**src/rtl/pipe_exe_stage_pkg.sv**
```systemverilog
// ---------------------------------------------------------------------------
// pipe_exe_stage_pkg
// Shared CPU definitions used by the execute stage: the ALU operation codes
// and the link register number written by jal.
// ---------------------------------------------------------------------------
package pipe_exe_stage_pkg;

  // ALU operation codes. For add/sub/and/or/xor/lui the top bit is a don't
  // care. Shifts use the full 4-bit code.
  localparam logic [3:0] ALU_ADD = 4'b0000;
  localparam logic [3:0] ALU_SUB = 4'b0100;
  localparam logic [3:0] ALU_AND = 4'b0001;
  localparam logic [3:0] ALU_OR  = 4'b0101;
  localparam logic [3:0] ALU_XOR = 4'b0010;
  localparam logic [3:0] ALU_LUI = 4'b0110;
  localparam logic [3:0] ALU_SLL = 4'b0011;
  localparam logic [3:0] ALU_SRL = 4'b0111;
  localparam logic [3:0] ALU_SRA = 4'b1111;

  // Destination register of jal (return address).
  localparam logic [4:0] LINK_REG = 5'd31;

endpackage

```
**src/rtl/pipe_exe_stage_alu.sv**
```systemverilog
// ---------------------------------------------------------------------------
// pipe_alu
// Purely combinational ALU of the execute stage.
//   a_i    : A operand (shift amount taken from a_i[4:0] for shifts)
//   b_i    : B operand (value shifted for shifts)
//   aluc_i : operation code (see pipe_exe_stage_pkg)
//   r_o    : result; unused codes give 0
// ---------------------------------------------------------------------------
module pipe_alu
  import pipe_exe_stage_pkg::*;
#(
  parameter int WIDTH = 32
) (
  input  logic [WIDTH-1:0] a_i,
  input  logic [WIDTH-1:0] b_i,
  input  logic [3:0]       aluc_i,
  output logic [WIDTH-1:0] r_o
);

  logic        [4:0]       sh;
  logic signed [WIDTH-1:0] b_s;

  assign sh  = a_i[4:0];
  assign b_s = b_i;

  always_comb begin
    r_o = '0;
    // The low three bits select the operation; bit 3 only matters for shifts.
    case (aluc_i[2:0])
      ALU_ADD[2:0]: r_o = a_i + b_i;
      ALU_SUB[2:0]: r_o = a_i - b_i;
      ALU_AND[2:0]: r_o = a_i & b_i;
      ALU_OR[2:0]:  r_o = a_i | b_i;
      ALU_XOR[2:0]: r_o = a_i ^ b_i;
      ALU_LUI[2:0]: r_o = b_i << 16;
      ALU_SLL[2:0]: begin
        // 1011 is not a legal shift and yields 0.
        if (aluc_i == ALU_SLL) r_o = b_i << sh;
        else                   r_o = '0;
      end
      default: begin
        if (aluc_i == ALU_SRA) r_o = b_s >>> sh;
        else                   r_o = b_i >> sh;
      end
    endcase
  end

endmodule

```
**src/rtl/pipe_exe_stage.sv**
```systemverilog
// ---------------------------------------------------------------------------
// pipe_exe_stage
// Execute stage of the five-stage pipeline: ID/EXE register plus ALU. Also
// drives the forwarding/hazard return path back to decode.
//   clock, resetn          : clock, asynchronous active-low reset
//   wpcir                  : decode advance enable, 0 inserts a bubble
//   dwreg/dm2reg/dwmem     : decoded regfile-write / load / store controls
//   daluc/daluimm/dshift   : ALU op and operand selects
//   djal                   : jal, result = pc4+4 into r31
//   da/db/dimm/dpc4/drn    : operands, immediate, PC+4, destination
//   ewreg/em2reg/ewmem/ern : registered controls and effective destination
//   ealu                   : ALU result or link address (combinational)
//   eb                     : registered db (store data)
// ---------------------------------------------------------------------------
module pipe_exe_stage
  import pipe_exe_stage_pkg::*;
#(
  parameter int WIDTH = 32
) (
  input  logic             clock,
  input  logic             resetn,
  input  logic             wpcir,
  input  logic             dwreg,
  input  logic             dm2reg,
  input  logic             dwmem,
  input  logic [3:0]       daluc,
  input  logic             daluimm,
  input  logic             dshift,
  input  logic             djal,
  input  logic [WIDTH-1:0] da,
  input  logic [WIDTH-1:0] db,
  input  logic [WIDTH-1:0] dimm,
  input  logic [WIDTH-1:0] dpc4,
  input  logic [4:0]       drn,
  output logic             ewreg,
  output logic             em2reg,
  output logic             ewmem,
  output logic [4:0]       ern,
  output logic [WIDTH-1:0] ealu,
  output logic [WIDTH-1:0] eb
);

  logic             wreg_d,   wreg_q;
  logic             m2reg_d,  m2reg_q;
  logic             wmem_d,   wmem_q;
  logic [3:0]       aluc_d,   aluc_q;
  logic             aluimm_d, aluimm_q;
  logic             shift_d,  shift_q;
  logic             jal_d,    jal_q;
  logic [WIDTH-1:0] a_d,      a_q;
  logic [WIDTH-1:0] b_d,      b_q;
  logic [WIDTH-1:0] imm_d,    imm_q;
  logic [WIDTH-1:0] pc4_d,    pc4_q;
  logic [4:0]       rn_d,     rn_q;

  logic [WIDTH-1:0] alua, alub, alu_r;

  // A stall slot enters EXE as a bubble: every control that could write
  // state or match in forwarding is cleared. Data fields load regardless.
  always_comb begin
    wreg_d   = wpcir & dwreg;
    m2reg_d  = wpcir & dm2reg;
    wmem_d   = wpcir & dwmem;
    jal_d    = wpcir & djal;
    rn_d     = wpcir ? drn : 5'd0;
    aluc_d   = daluc;
    aluimm_d = daluimm;
    shift_d  = dshift;
    a_d      = da;
    b_d      = db;
    imm_d    = dimm;
    pc4_d    = dpc4;
  end

  // ID/EXE register
  always_ff @(posedge clock or negedge resetn) begin
    if (!resetn) begin
      wreg_q   <= 1'b0;
      m2reg_q  <= 1'b0;
      wmem_q   <= 1'b0;
      aluc_q   <= 4'd0;
      aluimm_q <= 1'b0;
      shift_q  <= 1'b0;
      jal_q    <= 1'b0;
      a_q      <= '0;
      b_q      <= '0;
      imm_q    <= '0;
      pc4_q    <= '0;
      rn_q     <= 5'd0;
    end else begin
      wreg_q   <= wreg_d;
      m2reg_q  <= m2reg_d;
      wmem_q   <= wmem_d;
      aluc_q   <= aluc_d;
      aluimm_q <= aluimm_d;
      shift_q  <= shift_d;
      jal_q    <= jal_d;
      a_q      <= a_d;
      b_q      <= b_d;
      imm_q    <= imm_d;
      pc4_q    <= pc4_d;
      rn_q     <= rn_d;
    end
  end

  // Shift instructions take the amount from the sa field of the immediate.
  assign alua = shift_q  ? {{(WIDTH-5){1'b0}}, imm_q[10:6]} : a_q;
  assign alub = aluimm_q ? imm_q : b_q;

  pipe_alu #(.WIDTH(WIDTH)) u_alu (
    .a_i    (alua),
    .b_i    (alub),
    .aluc_i (aluc_q),
    .r_o    (alu_r)
  );

  assign ealu   = jal_q ? (pc4_q + WIDTH'(4)) : alu_r;
  assign ern    = jal_q ? LINK_REG : rn_q;
  assign ewreg  = wreg_q;
  assign em2reg = m2reg_q;
  assign ewmem  = wmem_q;
  assign eb     = b_q;

endmodule

```
**config.mk**
```make
export PLATFORM = sky130hd
export DESIGN_NAME = pipe_exe_stage
export DESIGN_NICKNAME = d
export VERILOG_FILES = /design/src/rtl/pipe_exe_stage_pkg.sv /design/src/rtl/pipe_exe_stage_alu.sv /design/src/rtl/pipe_exe_stage.sv
export SDC_FILE = /design/constraint.sdc
export NUM_CORES = 1
export LEC_CHECK = 0
export BUFFER_PORTS_ARGS = -buffer_cell sky130_fd_sc_hd__buf_2
export CAP_MARGIN = 20
export CORE_MARGIN = 2
export CORE_UTILIZATION = 46
export CTS_CLUSTER_DIAMETER = 60
export DETAILED_ROUTE_END_ITERATION = 6
export GPL_TIMING_DRIVEN = 0
export PLACE_DENSITY = 0.67
export RECOVER_POWER = 25
export SYNTH_ARGS = -nofsm -noshare
export SYNTH_HDL_FRONTEND = slang
export SYNTH_SLANG_ARGS = --single-unit
```
**constraint.sdc**
```tcl
create_clock -name clock -period 7 [get_ports clock]
set_input_delay 0.35 -clock clock [delete_from_list [all_inputs] [get_ports clock]]
set_output_delay 0.35 -clock clock [all_outputs]
set_load 0.05 [all_outputs]
```
==> impl_metrics.ini, run 1 <==
[worst_hold_path]
hold_path.class = in2reg

[yosys]
synth.avg_cell_area_um2 = 8.080
ys_seq_area_share_pct = 26.69
synth_cell_types = 85
ys_seq_elements = 143
synth_ff_type = dfrtp_1
async_flop_share_pct = 100.0
ys_top_cells_by_area = dfrtp_1 (27%), ha_1 (9.1%), mux2i_1 (6.3%)
synthesis.nets = 1903
yosysTopAreaCell = dfrtp_1
synth_area_mm2 = 0.01341
synthCells = 1659
synth_top_area_share_pct = 26.69
ys_warn_count = 0
synth_edf_count = 0

[die]
die_h_um = 174.7
rows = 62
core_region_area_mm2 = 0.02870
initial_core_util_pct = 46.70
die_w_um = 174.7
io_pins = 218
dieArea_mm2 = 0.03052

[placement]
gp_congestion = 1.035
place_area_mm2 = 0.01505
place_hpwl_um = 53830
portBuffers = 217

[cts]
clk_path_buf_depth = 2
path_clk_slew_ns = 0.07
cts_buffers = 17
cts_tree = done
root_buffer = clkbuf_16
cts_max_level = 4
postCtsSetupBuffers = 0
cts.sinks = 143

[critical_path]
crit_family = compound AO/OA/AOI/OAI gates
crit_path_top_delay_cell = a221oi_1
path_cells = clkbuf_1 -> or2_2 -> clkbuf_1 -> nor2_1 -> clkbuf_1 -> nor2_1 -> xnor2_1 -> ha_1 -> o211ai_1 -> a21oi_1 -> nor2_1 -> o41ai_1 -> a211oi_1 -> o31ai_1 -> xor2_1 -> a221oi_1 -> a211oi_1 -> buf_2
crit_fanout = 10
required_ns = 6.65
crit_path_start_kind = flip-flop
arrival_ns = 6.60
cp-end-kind = output port
slowest_delay_ns = 0.60
critPathKind = reg2out
critical_path_buf_inv_count = 4

[sta]
holdWs_ns = -0.0005813
drv_slew = 0
finalCritPeriodShare_pct = 99.30
slew_headroom_pct = 17.38
tns_ns = 0
max_freq_mhz = 143.9
rsz0062_at_grt = false
hold_viol = 1
tightest_slew_ns = 1.205
finalCriticalPeriod_ns = 6.951
finalSetupViolations = 0

[global_routing]
antenna_found_initial = 1
grt_pass1_wl_um = 100800
grt_pass1_vias = 15210
overflow = 0
grt_usage_pct = 45.15
grt_max_degree = 86

[power_and_ir_drop]
power_frac_seq_pct = 26.8
switching_power_uw = 1519
power_uw = 3361
comb_power_share_pct = 45.1
power.share.clock_pct = 28.1
p_per_area_mw_per_mm2 = 199.7
power_leakage_uw = 0.007586
sw_frac_of_total_pct = 45.18
peakVddDrop_uv = 212.4
p_int_uw = 1842

[drt]
route.antenna.remaining_nets = 0
routed_wl_um = 69680
vias = 15830
firstDrtPassIters = 7
routedWlPerCell_um = 28.84
drt_iter0_markers = 2354
drc_errors = 0
avgViaCountPerCell = 6.551

[run_status]
outcome = finished, violations left
failed_checks = negative hold slack

[final_layout]
final_common_cell = buf_2
utilization_pct = 58.65
area.growth.synth_to_final_pct = 25.57
final_cell_mix = buf_2 (235), nand2_1 (168), a21oi_1 (158), nor2_1 (157), dfrtp_1 (143)
layout-drive-gt1-share_pct = 17.81
diodes = 0
area.sequential_mm2 = 0.003578
multi_input_area_mm2 = 0.009074
nFillCells = 2582
design_area_mm2 = 0.01683
nets = 2263

[job]
max-cap-violations = 0
[worst paths after layout]
| check | from | to | slack (ns) | cells after the start |
|---|---|---|---|---|
| max | aluc_q[1]$_DFF_PN0_ | ealu[19] | 0.05 | 18 |
| min | dimm[18] | imm_q[18]$_DFF_PN0_ | -0.0006 | 1 |
| max in group asynchronous | resetn | pc4_q[1]$_DFF_PN0_ | 5.77 | 3 |
| min in group asynchronous | resetn | eb[20]$_DFF_PN0_ | 0.42 | 2 |
[stage by stage]
stage                     cells  setup slack [ns]
after floorplan            1659             1.197
after global placement     2260          -0.05381
after detailed placement   2267            0.4442
after CTS                  2416           0.08381
after global routing       2416           0.02711
final                      2416           0.04927
[layout make-up]
cell class / instances / area share (%)
Buffer: 108 / 2.884
Clock buffer: 18 / 2.609
Clock inverter: 14 / 0.9068
Inverter: 81 / 1.806
Multi-Input combinational cell: 1327 / 53.90
Sequential cell: 143 / 21.26
Tap cell: 384 / 2.854
Timing Repair Buffer: 341 / 13.78
[timing repair]
action,4_1_cts,5_1_grt
endpoints found under the hold margin,174,0
gates resized for setup,1,6
hold buffers,117,0
setup endpoints to repair,2,9
[kinds of logic (layout without fill, tap and decap cells)]
group	Yosys count	in the layout	share of synthesized area (%)
compound gates	518	518	24.71
mux	120	120	10.45
simple gates	509	509	17.71
flops	143	143	26.69
buf+inv	189	562	5.880
xor+xnor	82	82	5.357
fa+ha+maj	98	98	9.203
[flip-flops by register name, summed over array words and instances, names as in the netlist]
| name | flops |
|---|---|
| em2reg | 1 |
| ewmem | 1 |
| shift_q | 1 |
| rn_q | 5 |
| aluimm_q | 1 |
| pc4_q | 32 |
| ewreg | 1 |
| eb | 32 |
| a_q | 32 |
| aluc_q | 4 |
| imm_q | 32 |
| jal_q | 1 |
[cells in the mapped netlist (8+ instances only)]
library cell and number:
a211oi_1 37, a21o_1 17, a21oi_1 159, a221oi_1 20, a22oi_1 9, a31oi_1 26
and2_1 16, and3_1 14, buf_1 11, buf_2 20, clkbuf_1 69, dfrtp_1 143
ha_1 97, inv_1 62, inv_2 15, mux2_2 9, mux2i_1 84, mux2i_2 17
nand2_1 168, nand2b_1 34, nand3_1 33, nand4_1 13, nor2_1 157, nor3_1 27
o211ai_1 34, o21ai_0 108, o221ai_1 8, o22ai_1 13, o31ai_1 10, or2_2 8
xnor2_1 56, xor2_1 26
[power groups by stage]
stage,registers (µW),logic [µW],clock network (µW)
finish,901,1520,945
global route,905,1570,974
CTS,899,1440,937
detailed placement,913,1380,0
global placement,911,1370,0
floorplan,944,842,0
[metal layers]
metal,up-vias,global-route usage (%),part of all wire [%]
met5,-,0,0.024
met4,2,26.25,6.7
met2,1230,68.86,43
met3,246,10.68,12
li1,6727,-,-
met1,7623,58.49,38
Power figures use the tool's default switching activity.
==> run 2, diff against run 1 <==
==> constraint.sdc (replaced) <==
create_clock -name clock -period 7 [get_ports clock]
set_input_delay 1.4 -clock clock [delete_from_list [all_inputs] [get_ports clock]]
set_output_delay 1.4 -clock clock [all_outputs]
set_load 0.05 [all_outputs]
==> run 2 against run 1 <==
Compared with the run above:
- the flow finishes with violations (design-rule violations, negative setup slack)
- first-iteration DRC count increased by 0.25%
- via count fell by 3.2%
- largest cell class unchanged
- worst setup slack got worse by 0.12 ns
- cell count down 4.1%
- design area decreased by 3.8%
==> impl_metrics.ini, run 2 (same netlist as run 1, synthesis figures left out) <==
[drt]
route.antenna.remaining_nets = 0
drc_errors = 6
firstDrtPassIters = 7
vias = 15330
routed_wl_um = 67840
routedWlPerCell_um = 29.26
avgViaCountPerCell = 6.612
drt_iter0_markers = 2360

[sta]
tns_ns = -0.06618
finalCriticalPeriod_ns = 7.066
drv_slew = 0
tightest_slew_ns = 1.250
setup_ws_ns = -0.06618
max_freq_mhz = 141.5
rsz0062_at_grt = true
hold_viol = 0
slew_headroom_pct = 14.25
finalCritPeriodShare_pct = 100.9
finalSetupViolations = 1

[critical_path]
required_ns = 5.60
crit_path_start_kind = flip-flop
cp-end-kind = output port
arrival_ns = 5.67
slowest_delay_ns = 0.53
critPathKind = reg2out
crit_family = compound AO/OA/AOI/OAI gates
crit_fanout = 11
crit_start = aluc_q[0]$_DFF_PN0_
path_cells = clkbuf_1 -> nor2_2 -> nand2_2 -> clkbuf_2 -> nand2_1 -> xnor2_1 -> ha_1 -> o21ai_0 -> o21bai_2 -> o311ai_4 -> o311ai_4 -> nand3_1 -> o21ai_0 -> xor2_1 -> a21oi_1 -> a211oi_1 -> buf_2
critical_path_buf_inv_count = 3
crit_path_top_delay_cell = o311ai_4

[final_layout]
area.growth.synth_to_final_pct = 20.79
area.sequential_mm2 = 0.003578
final_common_cell = buf_2
utilization_pct = 56.41
final_cell_mix = buf_2 (236), nand2_1 (167), nor2_1 (153), a21oi_1 (153), dfrtp_1 (143)
nFillCells = 2697
final_cells = 2318
multi_input_area_mm2 = 0.009373
nets = 2164
layout-drive-gt1-share_pct = 22.56

[job]
max-cap-violations = 0

[cts]
cts.sinks = 143
cts_max_level = 4
root_buffer = clkbuf_16
cts-hold-fix-buffers = 0
cts_tree = done
clk_path_buf_depth = 2
path_clk_slew_ns = 0.07
cts_buffers = 17

[die]
die_h_um = 174.7
dieArea_mm2 = 0.03052
die_w_um = 174.7
io_pins = 218
core_region_area_mm2 = 0.02870
rows = 62
initial_core_util_pct = 46.70

[global_routing]
antenna_found_initial = 0
overflow = 0
grt_usage_pct = 43.76
grt_max_degree = 86
grt_pass1_vias = 14430
grt_pass1_wl_um = 97530

[power_and_ir_drop]
p_per_area_mw_per_mm2 = 206.6
comb_power_share_pct = 45.2
power_leakage_uw = 0.007340
power.share.clock_pct = 27.8
sw_frac_of_total_pct = 45.18
power_frac_seq_pct = 27.0
p_int_uw = 1833
switching_power_uw = 1511
peakVddDrop_uv = 211.2

[run_status]
failed_checks = design-rule violations, negative setup slack
outcome = finished, violations left

[placement]
gp_congestion = 1.035
preCtsSetupSlack_ns = -0.6058
portBuffers = 217
place_hpwl_um = 53830
dp.cells = 2267

[worst_hold_path]
hold_path.class = in2async
==> run 2: final timing paths <==
| kind | slack [ns] | cells past startpoint | endpoint |
|---|---|---|---|
| worst max-delay path | -0.07 | 17 | ealu[18] |
| worst min-delay path | 0.91 | 1 | imm_q[17]$_DFF_PN0_ |
| max in group asynchronous | 5.29 | 2 | pc4_q[1]$_DFF_PN0_ |
| min in group clock | 1.04 | 1 | imm_q[3]$_DFF_PN0_ |
==> run 2: power by group through the flow <==
stage,Sequential [µW],Combinational [µW],Clock (µW)
final,903,1510,929
after global routing,906,1570,968
after CTS,900,1410,937
after detailed placement,913,1380,0
after global placement,911,1370,0
after floorplan,944,842,0
==> run 2: per-layer routing <==
metal	up-vias	share of wire [%]	GRT usage, %
li1	6529	-	-
met1	7394	39	58.23
met2	1172	43	65.91
met3	231	11	10.40
met4	0	6.4	23.30
met5	-	0	0
==> run 2: area by class of cell <==
class / count / share of cell area (%)
inverter: 81 / 1.947
clock buffer: 18 / 2.712
sequential: 143 / 22.10
tap: 384 / 2.967
timing repair buffer: 250 / 8.376
buffer: 100 / 3.052
clock inverter: 14 / 0.9427
antenna: 1 / 0.01545
multi-input combinational: 1327 / 57.89
==> run 2: through the flow <==
step	area, µm²	power (µW)	hold WS [ns]
global placement	14970	2284	1.507
global route	16190	3443	0.9557
detailed placement	15050	2296	1.406
finish	16190	3345	0.9115
CTS	15810	3245	0.9289
floorplan	13410	1785	1.104
==> run 2: what timing repair did <==
action,in CTS,in global routing
buffers inserted,4,22
gates resized for setup,39,44
pin swaps,4,6
setup endpoints to repair,24,20
